<file path="config.mk">
export PLATFORM = sky130hd
export DESIGN_NAME = adder_ring_meter_flat
export DESIGN_NICKNAME = d
export VERILOG_FILES = /design/src/rtl/adder_ring_meter_pkg.sv /design/src/rtl/adder_ring_meter_if.sv /design/src/rtl/ring_edge_counter.sv /design/src/rtl/adder_ring_meter.sv /design/src/flat_wrapper.sv
export SDC_FILE = /design/constraint.sdc
export NUM_CORES = 1
export LEC_CHECK = 0
export ABC_AREA = 0
export CAP_MARGIN = 25
export CORE_ASPECT_RATIO = 1.4
export CORE_UTILIZATION = 46
export DETAILED_ROUTE_END_ITERATION = 10
export HOLD_SLACK_MARGIN = 0.08
export PLACE_DENSITY = 0.81
export SYNTH_ARGS = -nofsm -noshare
export SYNTH_HDL_FRONTEND = slang
export SYNTH_SLANG_ARGS = --single-unit
</file>
<file path="constraint.sdc">
create_clock -name wb_clk_i -period 2.4 [get_ports wb_clk_i]
set_input_delay 0.36 -clock wb_clk_i [delete_from_list [all_inputs] [get_ports wb_clk_i]]
set_output_delay 0.36 -clock wb_clk_i [all_outputs]
set_load 0.005 [all_outputs]
</file>
<file path="src/rtl/adder_ring_meter_pkg.sv">
// Shared types and constants for the adder ring-oscillator meter.
package adder_ring_meter_pkg;

    // Measurement sequencer states
    typedef enum logic [2:0] {
        ST_IDLE  = 3'd0,
        ST_ARM   = 3'd1,
        ST_RUN   = 3'd2,
        ST_DRAIN = 3'd3,
        ST_DONE  = 3'd4
    } state_t;

    // Cycles spent after the window closes so in-flight edges die out
    localparam int DRAIN_CYCLES = 2;

    // Flops in the ring-tap synchroniser
    localparam int SYNC_STAGES = 2;

    // Channel-select width, never narrower than one bit
    function automatic int ch_width(input int n);
        return (n > 1) ? $clog2(n) : 1;
    endfunction

endpackage

</file>
<file path="src/rtl/adder_ring_meter_if.sv">
// Control/result bus between the wrapper (master) and the meter (slave).
// With ADDER_RING_METER_CHECK_EN defined the bus also carries err_o/err_seen_o.
interface adder_ring_meter_if #(
    parameter int WIDTH  = 32,
    parameter int NUM_CH = 4,
    parameter int CNT_W  = 32,
    parameter int WIN_W  = 16
);
    localparam int CH_W = adder_ring_meter_pkg::ch_width(NUM_CH);

    logic             start_i;
    logic [CH_W-1:0]  ch_sel_i;
    logic [WIDTH-1:0] a_i;
    logic [WIDTH-1:0] b_i;
    logic [WIN_W-1:0] window_i;
    logic             busy_o;
    logic             done_o;
    logic [CNT_W-1:0] count_o;
    logic [WIDTH-1:0] sum_o;
    logic             ovf_o;
`ifdef ADDER_RING_METER_CHECK_EN
    logic             err_o;
    logic             err_seen_o;

    modport master (
        output start_i, ch_sel_i, a_i, b_i, window_i,
        input  busy_o, done_o, count_o, sum_o, ovf_o, err_o, err_seen_o
    );
    modport slave (
        input  start_i, ch_sel_i, a_i, b_i, window_i,
        output busy_o, done_o, count_o, sum_o, ovf_o, err_o, err_seen_o
    );
`else
    modport master (
        output start_i, ch_sel_i, a_i, b_i, window_i,
        input  busy_o, done_o, count_o, sum_o, ovf_o
    );
    modport slave (
        input  start_i, ch_sel_i, a_i, b_i, window_i,
        output busy_o, done_o, count_o, sum_o, ovf_o
    );
`endif
endinterface

</file>
<file path="src/rtl/ring_edge_counter.sv">
// Synchronises one asynchronous ring tap, detects rising edges and counts
// them into a saturating counter. ovf marks an edge lost at full scale.
module ring_edge_counter
    import adder_ring_meter_pkg::*;
#(
    parameter int CNT_W = 32
) (
    input  logic             wb_clk_i,
    input  logic             wb_rst_n,
    input  logic             ring_async,
    input  logic             en,
    input  logic             clr,
    output logic [CNT_W-1:0] count,
    output logic             ovf
);
    logic [SYNC_STAGES-1:0] sync_reg;
    logic                   edge_reg;
    logic [CNT_W-1:0]       count_reg;
    logic                   ovf_reg;
    logic                   rise;

    // Synchroniser and edge register run continuously so the pipeline is warm when counting starts
    always_ff @(posedge wb_clk_i) begin
        if (!wb_rst_n) begin
            sync_reg <= '0;
            edge_reg <= 1'b0;
        end else begin
            sync_reg <= {sync_reg[SYNC_STAGES-2:0], ring_async};
            edge_reg <= sync_reg[SYNC_STAGES-1];
        end
    end

    assign rise = sync_reg[SYNC_STAGES-1] & ~edge_reg;

    // Saturating edge counter; edges are only counted while enabled
    always_ff @(posedge wb_clk_i) begin
        if (!wb_rst_n || clr) begin
            count_reg <= '0;
            ovf_reg   <= 1'b0;
        end else if (en && rise) begin
            if (count_reg == '1) begin
                ovf_reg <= 1'b1;
            end else begin
                count_reg <= count_reg + CNT_W'(1);
            end
        end
    end

    assign count = count_reg;
    assign ovf   = ovf_reg;

endmodule

</file>
<file path="src/rtl/adder_ring_meter.sv">
// Measurement controller: drives operands to the adder channels, enables the
// selected ring oscillator, counts its edges over a window and latches results.
// Optional macro ADDER_RING_METER_CHECK_EN adds a sum self-check (err_o, err_seen_o).
module adder_ring_meter
    import adder_ring_meter_pkg::*;
#(
    parameter int WIDTH  = 32,
    parameter int NUM_CH = 4,
    parameter int CNT_W  = 32,
    parameter int WIN_W  = 16,
    parameter int SETTLE = 4
) (
    input  logic                    wb_clk_i,
    input  logic                    wb_rst_n,
    adder_ring_meter_if.slave       ctl,
    input  logic [NUM_CH-1:0]       ring_i,
    input  logic [NUM_CH*WIDTH-1:0] sum_i,
    output logic [WIDTH-1:0]        a_o,
    output logic [WIDTH-1:0]        b_o,
    output logic [NUM_CH-1:0]       ring_en_o
);
    localparam int CH_W   = ch_width(NUM_CH);
    localparam int SET_W  = $clog2(SETTLE + 1);
    localparam int TMR_W0 = (WIN_W > SET_W) ? WIN_W : SET_W;
    localparam int TMR_W  = (TMR_W0 > 2) ? TMR_W0 : 2;

    state_t           state_reg, state_next;
    logic [TMR_W-1:0] timer_reg, timer_next;
    logic [CH_W-1:0]  ch_reg, ch_clamped;
    logic [WIDTH-1:0] a_reg, b_reg, sum_hold_reg, sum_reg;
    logic [WIN_W-1:0] window_reg;
    logic             busy_reg, done_reg, ovf_reg;
    logic [CNT_W-1:0] count_reg;
    logic             start_accept, ring_active;
    logic [CNT_W-1:0] cnt_value;
    logic             cnt_ovf;
    logic [WIDTH-1:0] sum_arr [NUM_CH];

    assign start_accept = (state_reg == ST_IDLE) && ctl.start_i;
    assign ring_active  = (state_reg == ST_ARM) || (state_reg == ST_RUN);

    // Out-of-range channel requests fall back to the last channel
    always_comb begin
        ch_clamped = ctl.ch_sel_i;
        if (int'(ctl.ch_sel_i) >= NUM_CH) begin
            ch_clamped = CH_W'(NUM_CH - 1);
        end
    end

    // Per-channel ring enable decode and sum slicing
    for (genvar gi = 0; gi < NUM_CH; gi++) begin : g_ch
        assign ring_en_o[gi] = ring_active && (ch_reg == CH_W'(gi));
        assign sum_arr[gi]   = sum_i[gi*WIDTH +: WIDTH];
    end

    // State and phase-timer register
    always_ff @(posedge wb_clk_i) begin
        if (!wb_rst_n) begin
            state_reg <= ST_IDLE;
            timer_reg <= '0;
        end else begin
            state_reg <= state_next;
            timer_reg <= timer_next;
        end
    end

    // Next-state logic; the timer counts down the length of each timed phase
    always_comb begin
        state_next = state_reg;
        timer_next = timer_reg;
        case (state_reg)
            ST_IDLE: begin
                if (ctl.start_i) begin
                    state_next = ST_ARM;
                    timer_next = TMR_W'(SETTLE - 1);
                end
            end
            ST_ARM: begin
                if (timer_reg == '0) begin
                    if (window_reg == '0) begin
                        state_next = ST_DRAIN;
                        timer_next = TMR_W'(DRAIN_CYCLES - 1);
                    end else begin
                        state_next = ST_RUN;
                        timer_next = TMR_W'(window_reg) - TMR_W'(1);
                    end
                end else begin
                    timer_next = timer_reg - TMR_W'(1);
                end
            end
            ST_RUN: begin
                if (timer_reg == '0) begin
                    state_next = ST_DRAIN;
                    timer_next = TMR_W'(DRAIN_CYCLES - 1);
                end else begin
                    timer_next = timer_reg - TMR_W'(1);
                end
            end
            ST_DRAIN: begin
                if (timer_reg == '0) begin
                    state_next = ST_DONE;
                end else begin
                    timer_next = timer_reg - TMR_W'(1);
                end
            end
            ST_DONE: begin
                state_next = ST_IDLE;
            end
            default: begin
                state_next = ST_IDLE;
            end
        endcase
    end

    // Request capture, result latching and handshake outputs
    always_ff @(posedge wb_clk_i) begin
        if (!wb_rst_n) begin
            ch_reg       <= '0;
            a_reg        <= '0;
            b_reg        <= '0;
            window_reg   <= '0;
            busy_reg     <= 1'b0;
            done_reg     <= 1'b0;
            count_reg    <= '0;
            ovf_reg      <= 1'b0;
            sum_hold_reg <= '0;
            sum_reg      <= '0;
        end else begin
            done_reg <= 1'b0;
            if (start_accept) begin
                ch_reg     <= ch_clamped;
                a_reg      <= ctl.a_i;
                b_reg      <= ctl.b_i;
                window_reg <= ctl.window_i;
                busy_reg   <= 1'b1;
            end
            // Sum is taken on the last drain cycle, long after operands settled
            if (state_reg == ST_DRAIN && timer_reg == '0) begin
                sum_hold_reg <= sum_arr[ch_reg];
            end
            if (state_reg == ST_DONE) begin
                busy_reg  <= 1'b0;
                done_reg  <= 1'b1;
                count_reg <= cnt_value;
                ovf_reg   <= cnt_ovf;
                sum_reg   <= sum_hold_reg;
            end
        end
    end

    ring_edge_counter #(
        .CNT_W (CNT_W)
    ) u_counter (
        .wb_clk_i   (wb_clk_i),
        .wb_rst_n   (wb_rst_n),
        .ring_async (ring_i[ch_reg]),
        .en         (state_reg == ST_RUN),
        .clr        (start_accept),
        .count      (cnt_value),
        .ovf        (cnt_ovf)
    );

`ifdef ADDER_RING_METER_CHECK_EN
    logic err_reg, err_seen_reg, sum_mismatch;

    assign sum_mismatch = (sum_hold_reg != (a_reg + b_reg));

    // Compare the measured adder against a reference sum at completion
    always_ff @(posedge wb_clk_i) begin
        if (!wb_rst_n) begin
            err_reg      <= 1'b0;
            err_seen_reg <= 1'b0;
        end else if (state_reg == ST_DONE) begin
            err_reg      <= sum_mismatch;
            err_seen_reg <= err_seen_reg | sum_mismatch;
        end
    end

    assign ctl.err_o      = err_reg;
    assign ctl.err_seen_o = err_seen_reg;
`endif

    assign a_o         = a_reg;
    assign b_o         = b_reg;
    assign ctl.busy_o  = busy_reg;
    assign ctl.done_o  = done_reg;
    assign ctl.count_o = count_reg;
    assign ctl.sum_o   = sum_reg;
    assign ctl.ovf_o   = ovf_reg;

endmodule

</file>
<file path="src/flat_wrapper.sv">
// flat-port wrapper written by rule: the top's interface ports become plain ports
module adder_ring_meter_flat import adder_ring_meter_pkg::*;
#(
    parameter int WIDTH  = 32,
    parameter int NUM_CH = 4,
    parameter int CNT_W  = 32,
    parameter int WIN_W  = 16,
    parameter int SETTLE = 4
)
  (wb_clk_i, wb_rst_n, ring_i, sum_i, a_o, b_o, ring_en_o, ctl_start_i, ctl_ch_sel_i, ctl_a_i, ctl_b_i, ctl_window_i, ctl_busy_o, ctl_done_o, ctl_count_o, ctl_sum_o, ctl_ovf_o);
  adder_ring_meter_if #(.WIDTH(WIDTH), .NUM_CH(NUM_CH), .CNT_W(CNT_W), .WIN_W(WIN_W)) ctl_i ();
  input  logic wb_clk_i;
  input  logic wb_rst_n;
  input  logic [NUM_CH-1:0] ring_i;
  input  logic [NUM_CH*WIDTH-1:0] sum_i;
  output logic [WIDTH-1:0] a_o;
  output logic [WIDTH-1:0] b_o;
  output logic [NUM_CH-1:0] ring_en_o;
  input wire logic [$bits(ctl_i.start_i)-1:0] ctl_start_i;
  input wire logic [$bits(ctl_i.ch_sel_i)-1:0] ctl_ch_sel_i;
  input wire logic [$bits(ctl_i.a_i)-1:0] ctl_a_i;
  input wire logic [$bits(ctl_i.b_i)-1:0] ctl_b_i;
  input wire logic [$bits(ctl_i.window_i)-1:0] ctl_window_i;
  output wire logic [$bits(ctl_i.busy_o)-1:0] ctl_busy_o;
  output wire logic [$bits(ctl_i.done_o)-1:0] ctl_done_o;
  output wire logic [$bits(ctl_i.count_o)-1:0] ctl_count_o;
  output wire logic [$bits(ctl_i.sum_o)-1:0] ctl_sum_o;
  output wire logic [$bits(ctl_i.ovf_o)-1:0] ctl_ovf_o;
  assign ctl_i.start_i = ctl_start_i;
  assign ctl_i.ch_sel_i = ctl_ch_sel_i;
  assign ctl_i.a_i = ctl_a_i;
  assign ctl_i.b_i = ctl_b_i;
  assign ctl_i.window_i = ctl_window_i;
  assign ctl_busy_o = ctl_i.busy_o;
  assign ctl_done_o = ctl_i.done_o;
  assign ctl_count_o = ctl_i.count_o;
  assign ctl_sum_o = ctl_i.sum_o;
  assign ctl_ovf_o = ctl_i.ovf_o;
  adder_ring_meter #(.WIDTH(WIDTH), .NUM_CH(NUM_CH), .CNT_W(CNT_W), .WIN_W(WIN_W), .SETTLE(SETTLE)) u_core (.wb_clk_i(wb_clk_i), .wb_rst_n(wb_rst_n), .ctl(ctl_i), .ring_i(ring_i), .sum_i(sum_i), .a_o(a_o), .b_o(b_o), .ring_en_o(ring_en_o));
endmodule
</file>
After elaboration in Yosys (flattened, before gate mapping)
Cells that the tools add are included.
Operators by class
  $add $sub $neg: 3
  multipliers: 0
  div/mod/pow operators: 0
  $lt $le $gt $ge: 2
  eq/ne operators: 13
  shift operators: 0
  multiplexer cells: 18
  bitwise operators: 5
  reduce and logical (&&, ||, !) cells: 20
Operators by type and width (number)
  $mux 16: 5
  $bmux 32 s2: 1
  $mux 32: 2
  $pmux 16 s4: 1
  $add 32x1->32 const B: 1
  $eq 32x32->1 const B: 1
  $logic_not 16->1: 2
  $sub 16x1->16 const B: 2
  $mux 3: 4
  $pmux 3 s4: 1
  $logic_and 1x1->1: 7
  $eq 3x2->1 const B: 2
  $ne 2x2->1 const B: 3
  $eq 2x2->1 const B: 2
  $ne 2x1->1 const B: 2
  $reduce_and 2->1: 2
  $reduce_and 4->1: 1
  $reduce_bool 4->1: 1
  $eq 3x1->1 const B: 1
  $eq 3x3->1 const B: 1
  $ge 3x3->1 const B: 1
  $logic_not 3->1: 1
  $lt 2x3->1 const B: 1
  $mux 1: 3
  other kinds (10): 13
Word-level totals
  flip-flop bits (word level): 236
  bits in latches: 0
  RAM bits: 0
  ROM bits: 0
  bits of input ports: 217
  output and inout port bits: 135
  logic and storage cells: 77
  memories: 0

Logic depth before layout (Yosys ltp)
  depth in word-level cells: 4
  mapped depth: 9
  gate-level depth less buffers: 7

Modules after synthesis
From an unflattened synthesis, not the netlist that was laid out.
Unflattened totals
  cell total of the unflattened synthesis: 1120
  area total of the unflattened synthesis: 10263.6 um2
By module, submodules not included
  adder_ring_meter: instances 1, cells each 905, area an instance 8456.9 um2, sequential area each 4003.8 um2
  ring_edge_counter: instances 1, cells each 215, area an instance 1806.7 um2, sequential area each 720.7 um2

Worst setup path before layout
Ideal clock, no wire load.
  path type: flip-flop to flip-flop
  from: register u_core.timer_reg[0]
  to: register u_core.timer_reg[4]
  library setup time: 122 ps
  data arrival time: 1846 ps
  data required time: 2278 ps
  setup slack: 432 ps
  stages on the path, launching flop included: 9
  cells stage by stage: dfxtp_1 -> inv_1 -> ha_1 -> nor3b_2 -> nand4_4 -> o21ai_1 -> buf_2 -> o32ai_1 -> a221o_1
Between the ends
  cells in the longest elaborated chain, start to end: 3
  elaborated cells between the ends (all ways): 8
  those cells by class: 1 x add/sub; 1 x eq/ne; 4 x mux; 2 x reduce/logical
Ends and longest elaborated chain
  start, declared: line adder_ring_meter.sv:28  | logic [TMR_W-1:0] timer_reg, timer_next;
  start signal, assigned: line adder_ring_meter.sv:63  | timer_reg <= timer_next;
  $sub 16x1->16 or $logic_not 16->1 (tied branches)
  $mux 16 (tied with other cells): line adder_ring_meter.sv:100  | if (timer_reg == '0) begin
  $pmux 16 s4 or $reduce_and 3->1 (tied branches)
Several ways; a longest one is shown, not always the timed one. The select of a mux whose other input is x is not followed.
A chain may end at the register's enable or synchronous reset.

Worst setup path in the final report
  from: register u_core.state_reg[0]
  to: output ring_en_o[1]
Between the ends
  cells in the longest elaborated chain, start to end: 3
  elaborated cells between the ends (all ways): 4
  those cells by class: 2 x eq/ne; 2 x reduce/logical
Ends and longest elaborated chain
  start, declared: line adder_ring_meter.sv:27  | state_t state_reg, state_next;
  start signal, assigned: line adder_ring_meter.sv:62  | state_reg <= state_next;
  $eq 3x1->1 or $eq 3x2->1 (tied branches): line adder_ring_meter.sv:40  | assign ring_active = (state_reg == ST_ARM) || (state_reg == ST_RUN);
  $logic_or 1x1->1 (*): line adder_ring_meter.sv:40
  $logic_and 1x1->1 (*): line adder_ring_meter.sv:52  | assign ring_en_o[gi] = ring_active && (ch_reg == CH_W'(gi));
  end, declared: line flat_wrapper.sv:18  | output logic [NUM_CH-1:0] ring_en_o;
Every way passes the cells marked *; elsewhere a longest branch is shown, timed or not.

==> impl_summary.md <==
Clocking
The number of clock buffers inserted by TritonCTS is 24. The root buffer cell is sky130_fd_sc_hd__clkbuf_16. CTS built an H-tree with a depth of 1.

The number of setup buffers added after CTS is 0. The clock passes through at most 3 buffers. The later pin in the worst-skew pair is clocked with a latency of 520 ps. Counting every sink on the clock net gives between 200 and 250. The CTS tree is yes. Clock-pin slew was measured on the worst setup and hold paths at approximately 60 ps.

STA
Setup slack on the critical path of the routed design comes to 120.3 ps. On the final layout, the worst clock skew is between 7 and 8 ps. In this run the tightest slew margin relative to its limit is between 50 and 60%. Setup violations remaining at the end of the flow were counted as 0. After layout, the worst path uses 94.99% of the clock period. The number of max-slew violations in the final report came to 0. Setup total negative slack on the finished layout was measured at 0 ps.

The final-layout worst hold slack is between 300 and 400 ps. Setup repair after global routing left no endpoint under its margin. The worst path needs about 2300 ps of the cycle, external delays included.

At the pin with the least slew margin, the transition time is 631.5 ps. The total count of hold-check failures in the final report is 0. The maximum clock frequency is 438.7 MHz.

Floorplan
The count of boundary I/O pins is between 300 and 400. The floorplan step defined a die boundary enclosing between 0.02 and 0.025 mm2. In this run the standard cell core region covers around 0.021 mm2. For this configuration, the core starts out at a cell density of 47.14%. The floorplan step set the die height to 177.1 um. The width of the die is around 130 um. The floorplan has 63 rows.

Critical path
In this run the critical register-to-register path is launched from u_core.timer_reg[0]. The worst endpoint data arrival time is about 1900 ps. The type of element capturing the critical path is an output port.

The source of the critical timing path is u_core.state_reg[0]. The number of buffers and inverters on the critical path is 1. By startpoint and endpoint, the worst setup path is classified as flop to output port.

The largest stage delay on the critical path is roughly 570 ps. The largest fanout on the critical path is 8. In this run the critical register-to-register path is captured at u_core.timer_reg[7].

Counting buffers and inverters, the worst setup path is 3 cells deep. The setup check on the worst reg-to-reg path leaves a slack of 300 ps. The worst reg2reg path depth is 7. For this design, the slowest cell found on the critical path is sky130_fd_sc_hd__clkdlybuf4s50_1. The critical path data required time is 2040 ps.

Traced cell by cell, the critical path runs through xnor2_2 -> nor4b_1 -> clkdlybuf4s50_1. The kind of cell with the highest combined delay on the critical path is buffers and inverters. The most critical setup path has its endpoint at ring_en_o[1]. The worst setup path is launched from a flop.

Drt
In this run the remaining antenna-violating nets after routing total 0. The detailed router finished its first iteration with about 580 violations. The post-route DRC violation count is 0. For this block, the routed nets add up to roughly 32 mm of wire.

Dividing the detail-routed via count by the number of cells gives 5.606. The total number of vias is about 10000. The number of iterations in the first detailed-routing pass is 5.

After detailed routing, the average wire length per cell comes to roughly 18 um.

Synthesis
The count of different cell masters after synthesis is 68. The mean cell area of the mapped netlist is between 9 and 10 um2. The number of synthesized flops with an enable pin is 0. The register area share after synthesis is 46.91%. The mapped cell area is slightly above 0.01 mm2.

The net count after synthesis is between 1000 and 1500. In the synthesized netlist the async set-or-reset flop fraction comes to 0%. The leading register cell type out of synthesis is sky130_fd_sc_hd__dfxtp_1. sky130_fd_sc_hd__dfxtp_1 takes more of the synthesized area than any other cell. The synthesized netlist cell count is roughly 1100. By area the synthesized netlist is led by sky130_fd_sc_hd__dfxtp_1, sky130_fd_sc_hd__nand2_1, sky130_fd_sc_hd__a21oi_1. The warning count from the yosys run is 0.

Of the post-synthesis cell area, the dominant cell type holds 46.91%. The flip-flop and latch count after synthesis is 236.

Cells and area
The number of nets at the end of the flow is between 1500 and 2000. Relative to the synthesized area, the layout overhead comes to 47.72%. The post-layout utilization of the core is between 60 and 70%.

The share of post-route cells with drive strength above 1 is about a tenth. The number of antenna diodes is 0. Summing all non-filler instances in the final layout gives an area of 0.01488 mm2.

Power and ir drop
The total power divided by cell area is ~880 mW/mm2. Summed over all cells, the static leakage comes to 5.269 nW. The worst-case IR drop observed on VDD is slightly below 0.0007 V.

Placed design
The final HPWL from detailed placement is roughly 23 mm. Once placement finished, the instance area stood at 0.01402 mm2. The count of input and output buffers is between 300 and 400. At the end of routability-driven placement, the weighted congestion stood at approximately 0.94. At the placement stage, the worst setup path has a slack of ~320 ps.

GRT
The number of global-route vias before repair came to about 9600. The wire length of the first global-routing pass is between 40 and 50 mm. Global routing used between 20% and 30% of the available tracks across all layers. The initial antenna violation count is 0. Entering global routing, the biggest net connects 85 pins. The aggregate global routing overflow is 0.

Run status
The flow ran to the end, and the final reports show no timing, DRC or antenna violations.

Worst hold path
The tightest min-delay check is of the input pin to flop type.

Run
Max-cap violations in this run came to 0.
[what timing repair did]
| action | CTS | global route |
|---|---|---|
| resized for setup | 1 | 4 |
| endpoints found under the hold margin | 0 | 0 |
| hold buffers | 0 | 0 |
| endpoints found under the setup margin | 1 | 3 |
[layout by cell type (no fill, tap or decap), types with 5 or more instances in the layout]
master                            instances
sky130_fd_sc_hd__clkdlybuf4s50_1        351
sky130_fd_sc_hd__nand2_1                251
sky130_fd_sc_hd__dfxtp_1                232
sky130_fd_sc_hd__a21oi_1                149
sky130_fd_sc_hd__a22o_1                  76
sky130_fd_sc_hd__mux4_2                  33
sky130_fd_sc_hd__o21ai_0                 29
sky130_fd_sc_hd__nor2_1                  28
sky130_fd_sc_hd__buf_4                   28
sky130_fd_sc_hd__or3_1                   26
sky130_fd_sc_hd__clkbuf_16               24
sky130_fd_sc_hd__nand4_1                 23
sky130_fd_sc_hd__nand3_1                 20
sky130_fd_sc_hd__nor3_1                  11
sky130_fd_sc_hd__o22ai_1                 11
sky130_fd_sc_hd__inv_1                   10
sky130_fd_sc_hd__and4_1                   9
sky130_fd_sc_hd__xor2_1                   9
sky130_fd_sc_hd__xnor2_1                  8
sky130_fd_sc_hd__buf_12                   8
sky130_fd_sc_hd__and3_1                   7
sky130_fd_sc_hd__or4_1                    7
sky130_fd_sc_hd__nor4_1                   6
sky130_fd_sc_hd__clkbuf_8                 5
sky130_fd_sc_hd__clkbuf_1                 5
[power breakdown]
| group | switching (W) | total [W] | internal [W] |
|---|---|---|---|
| Combinational | 0.00236 | 0.00449 | 0.00213 |
| Sequential | 0.000390 | 0.00468 | 0.00429 |
| Clock | 0.00153 | 0.00395 | 0.00242 |
| Total | 0.00428 | 0.0131 | 0.00884 |
[tightest hold or removal path: stages]
cell and delay (ps):
sky130_fd_sc_hd__clkdlybuf4s50_1 400, sky130_fd_sc_hd__nand2_1 50, sky130_fd_sc_hd__a21oi_1 50
[worst min path at each step]
stage / slack (ps) / startpoint / endpoint / cells past startpoint
floorplan: 410 / u_core.u_counter.sync_reg[0] / u_core.u_counter.sync_reg[1] / 1
global placement: 420 / u_core.u_counter.sync_reg[0] / u_core.u_counter.sync_reg[1] / 1
detailed placement: 440 / u_core.u_counter.sync_reg[0] / u_core.u_counter.sync_reg[1] / 1
CTS: 370 / ctl_window_i[6] / u_core.window_reg[6] / 3
global route: 380 / ctl_b_i[9] / u_core.b_o[9] / 3
finish: 380 / ctl_window_i[8] / u_core.window_reg[8] / 3
[logic make-up (layout without fill, tap and decap cells)]
group	count (synthesis)	after routing	share of synthesized area (%)
flops	236	236	46.91
simple gates	428	428	20.76
buf+inv	91	440	3.765
xor+xnor	18	18	1.565
fa+ha+maj	3	3	0.3728
mux	36	36	7.690
compound gates	297	297	18.93
[cell usage after synthesis (4+ instances only)]
cell type	instances
sky130_fd_sc_hd__nand2_1	251
sky130_fd_sc_hd__dfxtp_1	236
sky130_fd_sc_hd__a21oi_1	149
sky130_fd_sc_hd__a22o_1	76
sky130_fd_sc_hd__clkbuf_1	55
sky130_fd_sc_hd__mux4_2	33
sky130_fd_sc_hd__nor2_1	29
sky130_fd_sc_hd__o21ai_0	29
sky130_fd_sc_hd__or3_1	26
sky130_fd_sc_hd__nand4_1	23
sky130_fd_sc_hd__buf_2	20
sky130_fd_sc_hd__nand3_1	20
sky130_fd_sc_hd__nor3_1	12
sky130_fd_sc_hd__inv_1	11
sky130_fd_sc_hd__o22ai_1	11
sky130_fd_sc_hd__and4_1	9
sky130_fd_sc_hd__xnor2_1	9
sky130_fd_sc_hd__xor2_1	9
sky130_fd_sc_hd__nor4_1	8
sky130_fd_sc_hd__and3_1	7
sky130_fd_sc_hd__or4_1	7
sky130_fd_sc_hd__and2_1	4
sky130_fd_sc_hd__o31ai_1	4
[cell type report]
class	count	area, um2
clock buffers	34	688.2
clock inverters	8	151.4
fillers	1669	6485
inverters	11	43.79
multi-input cells	782	5012
flip-flops and latches	236	4732
well taps	292	365.4
repair buffers	387	3884
[through the flow]
step                power (W)  cells
global placement     0.009081   1708
finish                0.01312   1750
floorplan            0.007409   1109
global route          0.01377   1750
detailed placement   0.009166   1708
CTS                   0.01313   1750
[routing by layer]
| metal | vias to the layer above | global-route usage, % | part of all wire (%) |
|---|---|---|---|
| met2 | 390 | 49.02 | 50 |
| met3 | 68 | 6.560 | 7.5 |
| met4 | 0 | 8.978 | 3.0 |
| met5 | - | 0 | 0 |
| li1 | 4673 | - | - |
| met1 | 4679 | 32.66 | 39 |
Note: power is estimated with default switching activity, not from simulation.
